[src/rtl/up_counter_ctrl_pkg.sv]
// Shared opcodes, controller state encoding and state helpers for up_counter_ctrl.
package up_counter_ctrl_pkg;

    localparam logic [1:0] OP_LOAD  = 2'b00;
    localparam logic [1:0] OP_START = 2'b01;
    localparam logic [1:0] OP_PAUSE = 2'b10;
    localparam logic [1:0] OP_STOP  = 2'b11;

    typedef enum logic [1:0] {
        IDLE = 2'd0,
        RUN  = 2'd1,
        HOLD = 2'd2,
        DONE = 2'd3
    } state_e;

    function automatic logic is_busy(input state_e s);
        return (s == RUN) || (s == HOLD);
    endfunction

endpackage

[src/rtl/sync_up_counter_core.sv]
// WIDTH-bit up counter register: synchronous clear beats enable; holds otherwise.
module sync_up_counter_core #(
    parameter int unsigned WIDTH = 3
) (
    input  logic             clk_i,
    input  logic             rst_i,
    input  logic             clr_i,
    input  logic             en_i,
    output logic [WIDTH-1:0] q_o
);

    logic [WIDTH-1:0] cnt_q, cnt_d;

    always_comb begin
        cnt_d = cnt_q;
        if (clr_i) begin
            cnt_d = '0;
        end else if (en_i) begin
            cnt_d = cnt_q + WIDTH'(1);
        end
    end

    always_ff @(posedge clk_i) begin
        if (rst_i) begin
            cnt_q <= '0;
        end else begin
            cnt_q <= cnt_d;
        end
    end

    assign q_o = cnt_q;

endmodule

[src/rtl/up_counter_ctrl.sv]
// Command-sequenced up counter controller (LOAD/START/PAUSE-RESUME/STOP).
// Optional prescaler on RUN advances is enabled by defining UP_COUNTER_CTRL_PRESCALE_EN.
import up_counter_ctrl_pkg::*;

module up_counter_ctrl #(
    parameter int unsigned WIDTH = 3,
    parameter int unsigned PRE_W = 4
) (
    input  logic             CLK,
    input  logic             RST,
    input  logic             CMD_VALID,
    output logic             CMD_READY,
    input  logic [1:0]       CMD_OP,
    input  logic [WIDTH-1:0] CMD_DATA,
`ifdef UP_COUNTER_CTRL_PRESCALE_EN
    input  logic [PRE_W-1:0] PRE_DIV,
`endif
    output logic [WIDTH-1:0] Q,
    output logic             TC,
    output logic             BUSY,
    output logic             ERR
);

    state_e           state_q;
    logic [WIDTH-1:0] limit_q;
    logic             auto_q;
    logic             ready_q;
    logic             tc_q;
    logic             err_q;

    logic             accept;
    logic             op_load, op_start, op_pause, op_stop;
    logic             start_go, stop_go, illegal;
    logic             pre_tick, run_tick, at_lim;
    logic             cnt_clr, cnt_en;
    logic [WIDTH-1:0] cnt;

    // The RUN advance happens on every tick regardless of the accepted command;
    // the command then overrides next state, and STOP/START override Q.
    always_comb begin
        accept   = CMD_VALID && ready_q;
        op_load  = accept && (CMD_OP == OP_LOAD);
        op_start = accept && (CMD_OP == OP_START);
        op_pause = accept && (CMD_OP == OP_PAUSE);
        op_stop  = accept && (CMD_OP == OP_STOP);
        start_go = op_start && ((state_q == IDLE) || (state_q == DONE));
        stop_go  = op_stop && (state_q != IDLE);
        illegal  = (op_pause && ((state_q == IDLE) || (state_q == DONE)))
                || ((op_load || op_start) && is_busy(state_q));
        run_tick = (state_q == RUN) && pre_tick;
        at_lim   = run_tick && (cnt == limit_q);
        cnt_clr  = start_go || stop_go || (at_lim && auto_q);
        cnt_en   = run_tick && !at_lim;
    end

`ifdef UP_COUNTER_CTRL_PRESCALE_EN
    logic [PRE_W-1:0] pre_q;

    // >= so that lowering PRE_DIV below the running count still yields a tick.
    assign pre_tick = (pre_q >= PRE_DIV);

    always_ff @(posedge CLK) begin
        if (RST || start_go || op_stop || ((state_q == RUN) && op_pause)) begin
            pre_q <= '0;
        end else if (state_q == RUN) begin
            pre_q <= pre_tick ? '0 : pre_q + PRE_W'(1);
        end
    end
`else
    assign pre_tick = (PRE_W != 0);
`endif

    sync_up_counter_core #(
        .WIDTH(WIDTH)
    ) u_core (
        .clk_i (CLK),
        .rst_i (RST),
        .clr_i (cnt_clr),
        .en_i  (cnt_en),
        .q_o   (cnt)
    );

    always_ff @(posedge CLK) begin
        if (RST) begin
            state_q <= IDLE;
            limit_q <= '1;
            auto_q  <= 1'b1;
            ready_q <= 1'b0;
            tc_q    <= 1'b0;
            err_q   <= 1'b0;
        end else begin
            ready_q <= !accept;
            tc_q    <= at_lim;
            err_q   <= illegal;
            unique case (state_q)
                IDLE: begin
                    if (op_load) begin
                        limit_q <= CMD_DATA;
                    end else if (op_start) begin
                        auto_q  <= CMD_DATA[0];
                        state_q <= RUN;
                    end
                end
                RUN: begin
                    if (op_stop) begin
                        state_q <= IDLE;
                    end else if (op_pause) begin
                        state_q <= HOLD;
                    end else if (at_lim && !auto_q) begin
                        state_q <= DONE;
                    end
                end
                HOLD: begin
                    if (op_pause) begin
                        state_q <= RUN;
                    end else if (op_stop) begin
                        state_q <= IDLE;
                    end
                end
                DONE: begin
                    if (op_start) begin
                        auto_q  <= CMD_DATA[0];
                        state_q <= RUN;
                    end else if (op_load) begin
                        limit_q <= CMD_DATA;
                    end else if (op_stop) begin
                        state_q <= IDLE;
                    end
                end
            endcase
        end
    end

    assign CMD_READY = ready_q;
    assign TC        = tc_q;
    assign ERR       = err_q;
    assign BUSY      = is_busy(state_q);
    assign Q         = cnt;

endmodule

[config.mk]
export PLATFORM = sky130hd
export DESIGN_NAME = up_counter_ctrl
export DESIGN_NICKNAME = d
export VERILOG_FILES = /design/src/rtl/up_counter_ctrl_pkg.sv /design/src/rtl/sync_up_counter_core.sv /design/src/rtl/up_counter_ctrl.sv
export SDC_FILE = /design/constraint.sdc
export NUM_CORES = 1
export LEC_CHECK = 0
export BUFFER_PORTS_ARGS = -buffer_cell sky130_fd_sc_hd__buf_2
export CORE_MARGIN = 2
export CORE_UTILIZATION = 45
export CTS_BUF_LIST = sky130_fd_sc_hd__clkbuf_16
export CTS_CLUSTER_SIZE = 30
export DETAILED_ROUTE_END_ITERATION = 16
export GPL_TIMING_DRIVEN = 0
export PLACE_DENSITY = 0.73
export RECOVER_POWER = 100
export SYNTH_ARGS = -nofsm -noshare
export SYNTH_HDL_FRONTEND = slang
export SYNTH_HIERARCHICAL = 1
export SYNTH_SLANG_ARGS = --single-unit
export TNS_END_PERCENT = 1
[constraint.sdc]
create_clock -name CLK -period 2.44 [get_ports CLK]
set_input_delay 0.244 -clock CLK [delete_from_list [all_inputs] [get_ports CLK]]
set_output_delay 0.244 -clock CLK [all_outputs]
set_load 0.01 [all_outputs]
==> out/results.txt, run 1 <==
Vias per Instance - 5.55
Nets - 110
Top Layer Used - met4
Fmax - 547 MHz
Worst-margin pin slew - 0.612 ns
Tightest Hold Check Type - input port to register
Synth Instances - 79
Worst reg2reg path depth - 5
Worst path arrival time - 1.95 ns
Tcrit/Tclk final - 75.0%
Seq cells post-synth - 12
Leak - 0.334 nW
Commonest cells after routing, fill and taps aside - dfxtp_1 (12), clkbuf_1 (8), a21oi_1 (6), buf_2 (6)
Pre-CTS setup slack - 0.726 ns
GPL Wtd Cong - 0.803
Die Span Y - 44.4 um
Total grt overflow - 0
Core area - 0.00152 sq mm
Vias in the first global route - 552
CP endpoint kind - register
Asr flop ratio synth - 0%
Metal3 WL - 68 um
Max-cap violations - 0
RSZ-0062 raised after global routing - no
Most used DFF post-synth - dfxtp_1
Setup-failing EPs final - 0
Num ports - 15
Vias - 616
Iteration count of the initial detailed-routing pass - 2
Post-synth EDFFs - 0
WL met1 - 704 um
Die width - 44.4 um
DRC - 0
Largest net degree at the start of global routing - 11
Critical path data required time - 2.56 ns
Worst skew pair latency - 0.24 ns
Most common cell after layout, fill and taps aside - dfxtp_1
Fin. max-slew vios - 0
Post-DP HPWL - 1040 um
Root buf cell - clkbuf_16
Status - completed
CTS tree - done
Met2 wire len - 621 um
Postcts setup bufs - 0
# H-tree levels - 1
Hold buffer count at cts - 0
Area grow syn2layout - 17.5%
Maximum clock insertion buffer count - 2
Initial Util - 48.3%
Buffers on Ports - 13
Warnings, synthesis - 6
Min Tclk post-route - 1.83 ns
# rows - 14
Drt wl/cell - 12.7 um
Hold path depth - 2
Antenna diode count - 0
CTS buffer count - 3
CP startpoint kind - register
Worst ir drop on vdd - 0.472 mV
Antenna-violating nets left - 0
Mapped Area - 736 sq um
Max-slew headroom - 58.9%
Crit path kind - register to register
Share of the yosys chip area belonging to registers - 32.7%
WHS - 0.209 ns
Clk pin slew, worst setup/hold paths - 0.04 ns
PostCTS Resize Cnt - 0
Layout cells sized above 1 - 14.7%
Final Power - 0.640 mW
Clk_skew - 0.00296 ns
DRT iter0 DRCs - 4
Hold Fails Final Rpt - 0
Setup ws final - 0.611 ns
Gr usage total - 16.0%
CP max FO - 7
Clock sink count - 12
Die footprint - 0.00197 sq mm
Pwr Density - 740 mW/mm^2
Syn_nets - 92
Routed wire length - 1410 um
Post-synth cell types - 35
Initial antenna violation count - 0
Avg Synthesized Cell Area - 9.31 sq um
Setup TNS - 0 ns
Global-route wire length before repair - 2300 um
power by group:
| part | total, mW | internal, mW | leakage, nW | switching, mW |
|---|---|---|---|---|
| Sequential | 0.223 | 0.209 | 0.0977 | 0.0139 |
| Combinational | 0.129 | 0.0552 | 0.199 | 0.0733 |
| Clock | 0.288 | 0.212 | 0.0370 | 0.0756 |
layout make-up:
cell class                      instances  area (sq um)
Buffer                                  2          11.3
Clock buffer                            3          75.1
Fill cell                             142           659
Inverter                                4          15.0
Multi-Input combinational cell         61           447
Sequential cell                        12           240
Tap cell                               16          20.0
Timing Repair Buffer                   13          56.3
metrics by stage:
| stage | instance area (sq um) | util, % | cells |
|---|---|---|---|
| 5_1_grt | 865 | 56.7 | 111 |
| 4_1_cts | 896 | 58.8 | 111 |
| 3_3_place_gp | 821 | 53.9 | 108 |
| 3_5_place_dp | 821 | 53.9 | 108 |
| 2_1_floorplan | 736 | - | 79 |
| 6_report | 865 | 56.7 | 111 |
cell usage after synthesis, types with 2 or more instances:
cell type  instances  area share (%)
xor2_1             3             3.6
a21oi_1            6             4.1
mux2i_1            3             4.1
a211o_1            3             3.6
inv_1              4             2.0
nor2_1             5             2.6
nor3_1             4             2.7
nor2b_1            5             4.3
nand2b_1           2             1.7
nand2_1            2             1.0
ha_1               5             8.5
o21ai_0            3             2.0
dfxtp_1           12              33
critical path, stage by stage, from the launching register on:
cell and delay [ns]:
dfxtp_1 0.38, ha_1 0.33, o21bai_1 0.14, nor3_1 0.49
nor2b_1 0.10, a211o_1 0.28
per-layer routing:
layer	track usage, %	vias to the layer above
met5	0	-
met4	5.45	0
met3	7.35	2
met2	24.7	10
met1	19.6	282
li1	-	322
path summary, 6_finish.rpt:
path                    start         end  slack, ns
setup / recovery   state_q[1]  limit_q[2]       0.61
hold / removal    CMD_DATA[1]  limit_q[1]       0.21
setup reg to reg   state_q[1]  limit_q[2]       0.61
hold reg to reg        auto_q      auto_q       0.53
registers in the layout (all words and copies together), names as in the netlist:
register / cells
CMD_READY: 1
ERR: 1
TC: 1
auto_q: 1
limit_q: 3
state_q: 2
u_core/q_o: 3
logic make-up after synthesis:
family | synth area share (%)
and+or+nand+nor | 20.4
muxes | 4.08
xor gates and xnor gates | 4.76
buffers and inverters | 3.57
adders and majority gates | 8.50
AOI/OAI and AO/OA | 26.0
DFF | 32.7
No activity file was read; power rests on OpenSTA's default activity.
==> inputs of run 2 (changes only) <==
Settings changed: PLACE_DENSITY 0.73 to 0.75.
Clock period 2.44 ns to 1.5 ns, I/O delays scaled along.
==> out/results.txt, run 2 (synthesis results as in run 1) <==
Clk pin slew, worst setup/hold paths - 0.04 ns (about the same)
Worst path arrival time - 1.69 ns (-0.26 ns)
Cell Count, Final, Fillers Out - 115 (+3.6%)
FF-to-FF setup slack - -0.01 ns (-0.62 ns)
Crit-path slowest cell - dfxtp_4
Reg-to-reg endpoint - u_core/q_o[2]
Leak - 0.371 nW (+11%)
CP max FO - 4 (-3)
Die width - 44.4 um (unchanged)
Root buf cell - clkbuf_16
CP startpoint kind - register
Routed wire length - 1620 um (+15%)
Core Util, Final - 64.2% (+7.5 points)
Crit path kind - register to register
Max-slew headroom - 69.4% (+11 points)
Pwr Density - 1160 mW/mm^2 (+57%)
DRC - 0 (unchanged)
Worst skew pair latency - 0.24 ns (about the same)
Layout cells sized above 1 - 35.4% (+21 points)
Nets - 113 (+2.7%)
CP max stage delay - 0.36 ns (-0.13 ns)
Core area - 0.00152 sq mm (unchanged)
Min Tclk post-route - 1.51 ns (-0.316 ns)
GPL Wtd Cong - 0.793 (-1.3%)
Hold Fails Final Rpt - 0 (unchanged)
# H-tree levels - 1 (unchanged)
Max-cap violations - 0 (unchanged)
Vias per Instance - 5.52 (-0.50%)
CTS tree - done
Die Span Y - 44.4 um (unchanged)
Antenna diode count - 0 (unchanged)
Failing checks - negative setup slack
Hold path depth - 2 (unchanged)
Worst R2R Start - state_q[0]
Die footprint - 0.00197 sq mm (unchanged)
CTS buffer count - 3 (unchanged)
Post-DP HPWL - 1080 um (+3.5%)
Buffers on Ports - 13 (unchanged)
Worst ir drop on vdd - 1.04 mV (+120%)
Tcrit/Tclk final - 101% (+26 points)
Total grt overflow - 0 (unchanged)
Hold Path End - limit_q[1]
Crit path buffers/inverters - 1 (+1)
Area of the multi-input gates - 523 sq um (+17%)
Maximum clock insertion buffer count - 2 (unchanged)
Global-route wire length before repair - 2660 um (+16%)
Gr usage total - 18.6% (+2.7 points)
Status - finished, violations left
Tightest Hold Check Type - input port to register
Setup-failing EPs final - 2 (+2)
Vias in the first global route - 638 (+16%)
Setup ws final - -0.0131 ns (-0.624 ns)
CP endpoint kind - register
CP top delay family - simple AND/OR/NAND/NOR gates
Worst-margin pin slew - 0.459 ns (-0.153 ns)
Clock sink count - 12 (unchanged)
Filler cells - 124 (-13%)
Most common cell after layout, fill and taps aside - dfxtp_1
Hold buffer count at cts - 0 (unchanged)
# rows - 14 (unchanged)
Commonest cells after routing, fill and taps aside - dfxtp_1 (10), clkbuf_1 (7), buf_2 (7)
Antenna-violating nets left - 0 (unchanged)
Drt wl/cell - 14.1 um (+11%)
Iteration count of the initial detailed-routing pass - 4 (+2)
RSZ-0062 raised after global routing - yes
Vias - 635 (+3.1%)
Worst reg2reg path depth - 7 (+2)
Critical path data required time - 1.67 ns (-0.89 ns)
Crit path cell chain - inv_4, ha_4, nor2b_4, a21oi_1, a32o_1, or2_4, a21oi_2
Initial Util - 48.3% (unchanged)
Num ports - 15 (unchanged)
Clk_skew - 0.000753 ns (-0.00221 ns)
Fin. max-slew vios - 0 (unchanged)
Initial antenna violation count - 0 (unchanged)
Fmax - 661 MHz (+21%)
Area grow syn2layout - 33.0%
Largest net degree at the start of global routing - 11 (unchanged)
DRT iter0 DRCs - 8 (+4)
Hold path start - CMD_DATA[1]
Dpl cells - 108 (unchanged)
Register area - 248 sq um (+3.1%)
-- run 2: metal layers --
metal / track usage (%) / routed length, um / vias up
met4: 7.27 / 6 / 0
met2: 30.6 / 765 / 18
met5: 0 / 0 / -
met3: 7.35 / 85 / 2
met1: 21.7 / 761 / 289
li1: - / - / 326
-- run 2: stage by stage --
step           cell area [sq um]  hold slack, ns  total power [mW]  setup TNS [ns]  setup slack [ns]
6_report                     978           0.113              1.13         -0.0247           -0.0131
5_1_grt                      978           0.118              1.20          -0.254           -0.0769
4_1_cts                      945           0.115              1.12        -0.00250          -0.00250
3_5_place_dp                 836           0.360             0.610          -0.278           -0.0966
3_3_place_gp                 836           0.352             0.601          -0.236           -0.0849
2_1_floorplan                751           0.246             0.552               0           0.00422
-- run 2: worst max path at each step --
stage,startpoint,end,cells after the start
final,state_q[0],u_core/q_o[2],7
after global routing,state_q[0],u_core/q_o[1],7
after global placement,state_q[1],u_core/q_o[2],7
after detailed placement,state_q[1],u_core/q_o[2],7
after CTS,state_q[0],u_core/q_o[2],7
after floorplan,state_q[1],u_core/q_o[2],7
-- run 2: area by class of cell --
class / instances / area share [%]
Buffer: 2 / 1.15
Clock buffer: 3 / 7.67
Clock inverter: 1 / 0.384
Inverter: 4 / 1.79
Multi-Input combinational cell: 61 / 53.5
Sequential cell: 12 / 25.3
Tap cell: 16 / 2.05
Timing Repair Buffer: 16 / 8.18
-- run 2: report_power, final --
group	internal [mW]	leakage [nW]	switching, mW
registers	0.341	0.0992	0.0289
clock network	0.350	0.0385	0.132
logic	0.137	0.233	0.145
-- run 2: repair_timing --
action / in CTS / in global routing
pin swaps: 1 / 4
setup buffers: 3 / 0
resized for setup: 3 / 13
endpoints found under the setup margin: 5 / 9
==> inputs of run 3 (changes only) <==
Settings changed: PLACE_DENSITY 0.75 to 0.73, REMOVE_ABC_BUFFERS set to 1.
Clock period 1.5 ns to 1.7 ns, I/O delays scaled along.
==> out/results.txt, run 3 (synthesis results as in run 1) <==
Fin. max-slew vios - 0 (unchanged)
Hold buffer count at cts - 0 (unchanged)
CTS buffer count - 3 (unchanged)
Post-DP HPWL - 1060 um (-1.6%)
Die footprint - 0.00197 sq mm (unchanged)
CTS tree - done
DRT iter0 DRCs - 19 (+11)
Initial Util - 48.3% (unchanged)
RSZ-0062 raised after global routing - no
Gr usage total - 19.1% (+0.42 points)
Worst skew pair latency - 0.24 ns (about the same)
Clock sink count - 12 (unchanged)
DRC - 0 (unchanged)
Crit path top cell by count - a21oi_1
Min Tclk post-route - 1.60 ns (+0.0861 ns)
Final Power - 0.973 mW (-14%)
Setup TNS - 0 ns (+0.0247 ns)
Clk_skew - 0.00355 ns (+0.00279 ns)
Nets - 109 (-3.5%)
# H-tree levels - 1 (unchanged)
Pwr Density - 1090 mW/mm^2 (-6.3%)
Drt wl/cell - 14.5 um (+3.2%)
Vias - 648 (+2.0%)
Area grow syn2layout - 21.8%
Critical path data required time - 1.87 ns (+0.20 ns)
GPL Wtd Cong - 0.837 (+5.6%)
Clk pin slew, worst setup/hold paths - 0.05 ns (about the same)
Routed wire length - 1610 um (-0.43%)
Setup-failing EPs final - 0 (-2)
Worst path arrival time - 1.77 ns (+0.08 ns)
Most common cell after layout, fill and taps aside - dfxtp_1
PostCTS Resize Cnt - 1 (-2)
Hold Fails Final Rpt - 0 (unchanged)
Die Span Y - 44.4 um (unchanged)
Die width - 44.4 um (unchanged)
Fmax - 625 MHz (-5.4%)
Commonest cells after routing, fill and taps aside - dfxtp_1 (10), buf_2 (7), clkbuf_1 (7)
Crit path kind - register to register
CP max FO - 5 (+1)
Crit path cell chain - inv_1, ha_4, nor2b_4, a21oi_1, a32o_1, or2_1, a21oi_1
Total grt overflow - 0 (unchanged)
Antenna-violating nets left - 0 (unchanged)
# rows - 14 (unchanged)
Vias in the first global route - 618 (-3.1%)
Antenna diode count - 0 (unchanged)
Largest net degree at the start of global routing - 12 (+1)
CP max stage delay - 0.36 ns (about the same)
Max-cap violations - 0 (unchanged)
Buffers on Ports - 14 (+1)
Iteration count of the initial detailed-routing pass - 4 (unchanged)
Core area - 0.00152 sq mm (unchanged)
Initial antenna violation count - 0 (unchanged)
Tightest Hold Check Type - input port to register
Leak - 0.343 nW (-7.6%)
Maximum clock insertion buffer count - 2 (unchanged)
Crit-path slowest cell - dfxtp_2
Num ports - 15 (unchanged)
Status - completed
Worst-margin pin slew - 0.381 ns (-0.0783 ns)
Postcts setup bufs - 0 (-3)
Tcrit/Tclk final - 94.1% (-6.8 points)
Core Util, Final - 58.8% (-5.4 points)
CP endpoint kind - register
CP startpoint kind - register
Worst ir drop on vdd - 0.627 mV (-40%)
Filler cells - 133 (+7.3%)
Vias per Instance - 5.84 (+5.7%)
Layout cells sized above 1 - 21.1% (-14 points)
Max-slew headroom - 74.4% (+5.0 points)
Root buf cell - clkbuf_16
Global-route wire length before repair - 2730 um (+2.9%)
run 3: changes by cell type in the layout (fill, tap and decap cells not counted), sizes merged:
cell | previous run | this run
buf | 11 | 7
run 3: area by class of cell:
type | instances | area [sq um] | area share (%)
timing repair buffer | 14 | 61.3 | 6.84
inverter | 4 | 15.0 | 1.68
tap | 16 | 20.0 | 2.23
sequential | 12 | 243 | 27.1
clock buffer | 3 | 75.1 | 8.38
clock inverter | 1 | 3.75 | 0.419
multi-input combinational | 61 | 478 | 53.4
run 3: per-layer routing:
layer  vias up  routed length (um)  track usage [%]  share of wire, %
li1        321                   -                -                 -
met1       296                 768             25.0                48
met2        26                 694             28.2                43
met3         5                 111             4.49               6.9
met4         0                  37             11.5               2.3
met5         -                   0                0                 0
run 3: final timing paths:
kind         cells after the start             to  slack, ns         from
max                              7  u_core/q_o[2]       0.10   state_q[1]
min                              2     limit_q[1]       0.13  CMD_DATA[1]
max reg2reg                      7  u_core/q_o[2]       0.10   state_q[1]
min reg2reg                      2     state_q[1]       0.51   state_q[1]
run 3: stage by stage:
stage | area [sq um] | cells | hold WS [ns] | worst slack [ns]
final | 896 | 111 | 0.130 | 0.101
after floorplan | 724 | 77 | 0.236 | 0.0866
after CTS | 896 | 111 | 0.133 | 0.0141
after global placement | 815 | 107 | 0.372 | 0.0282
after detailed placement | 815 | 107 | 0.380 | 0.00103
after global routing | 896 | 111 | 0.145 | 0.0139
run 3: critical path, delay by kind of cell, from the launching register on:
kind / cells / cell delay (ns)
simple gates: 2 / 0.40
compound gates: 3 / 0.38
flops: 1 / 0.36
fa+ha+maj: 1 / 0.28
buf+inv: 1 / 0.09
run 3: where the power goes:
part / switching, mW / internal, mW
clock: 0.130 / 0.310
combinational: 0.117 / 0.0934
sequential: 0.0213 / 0.301
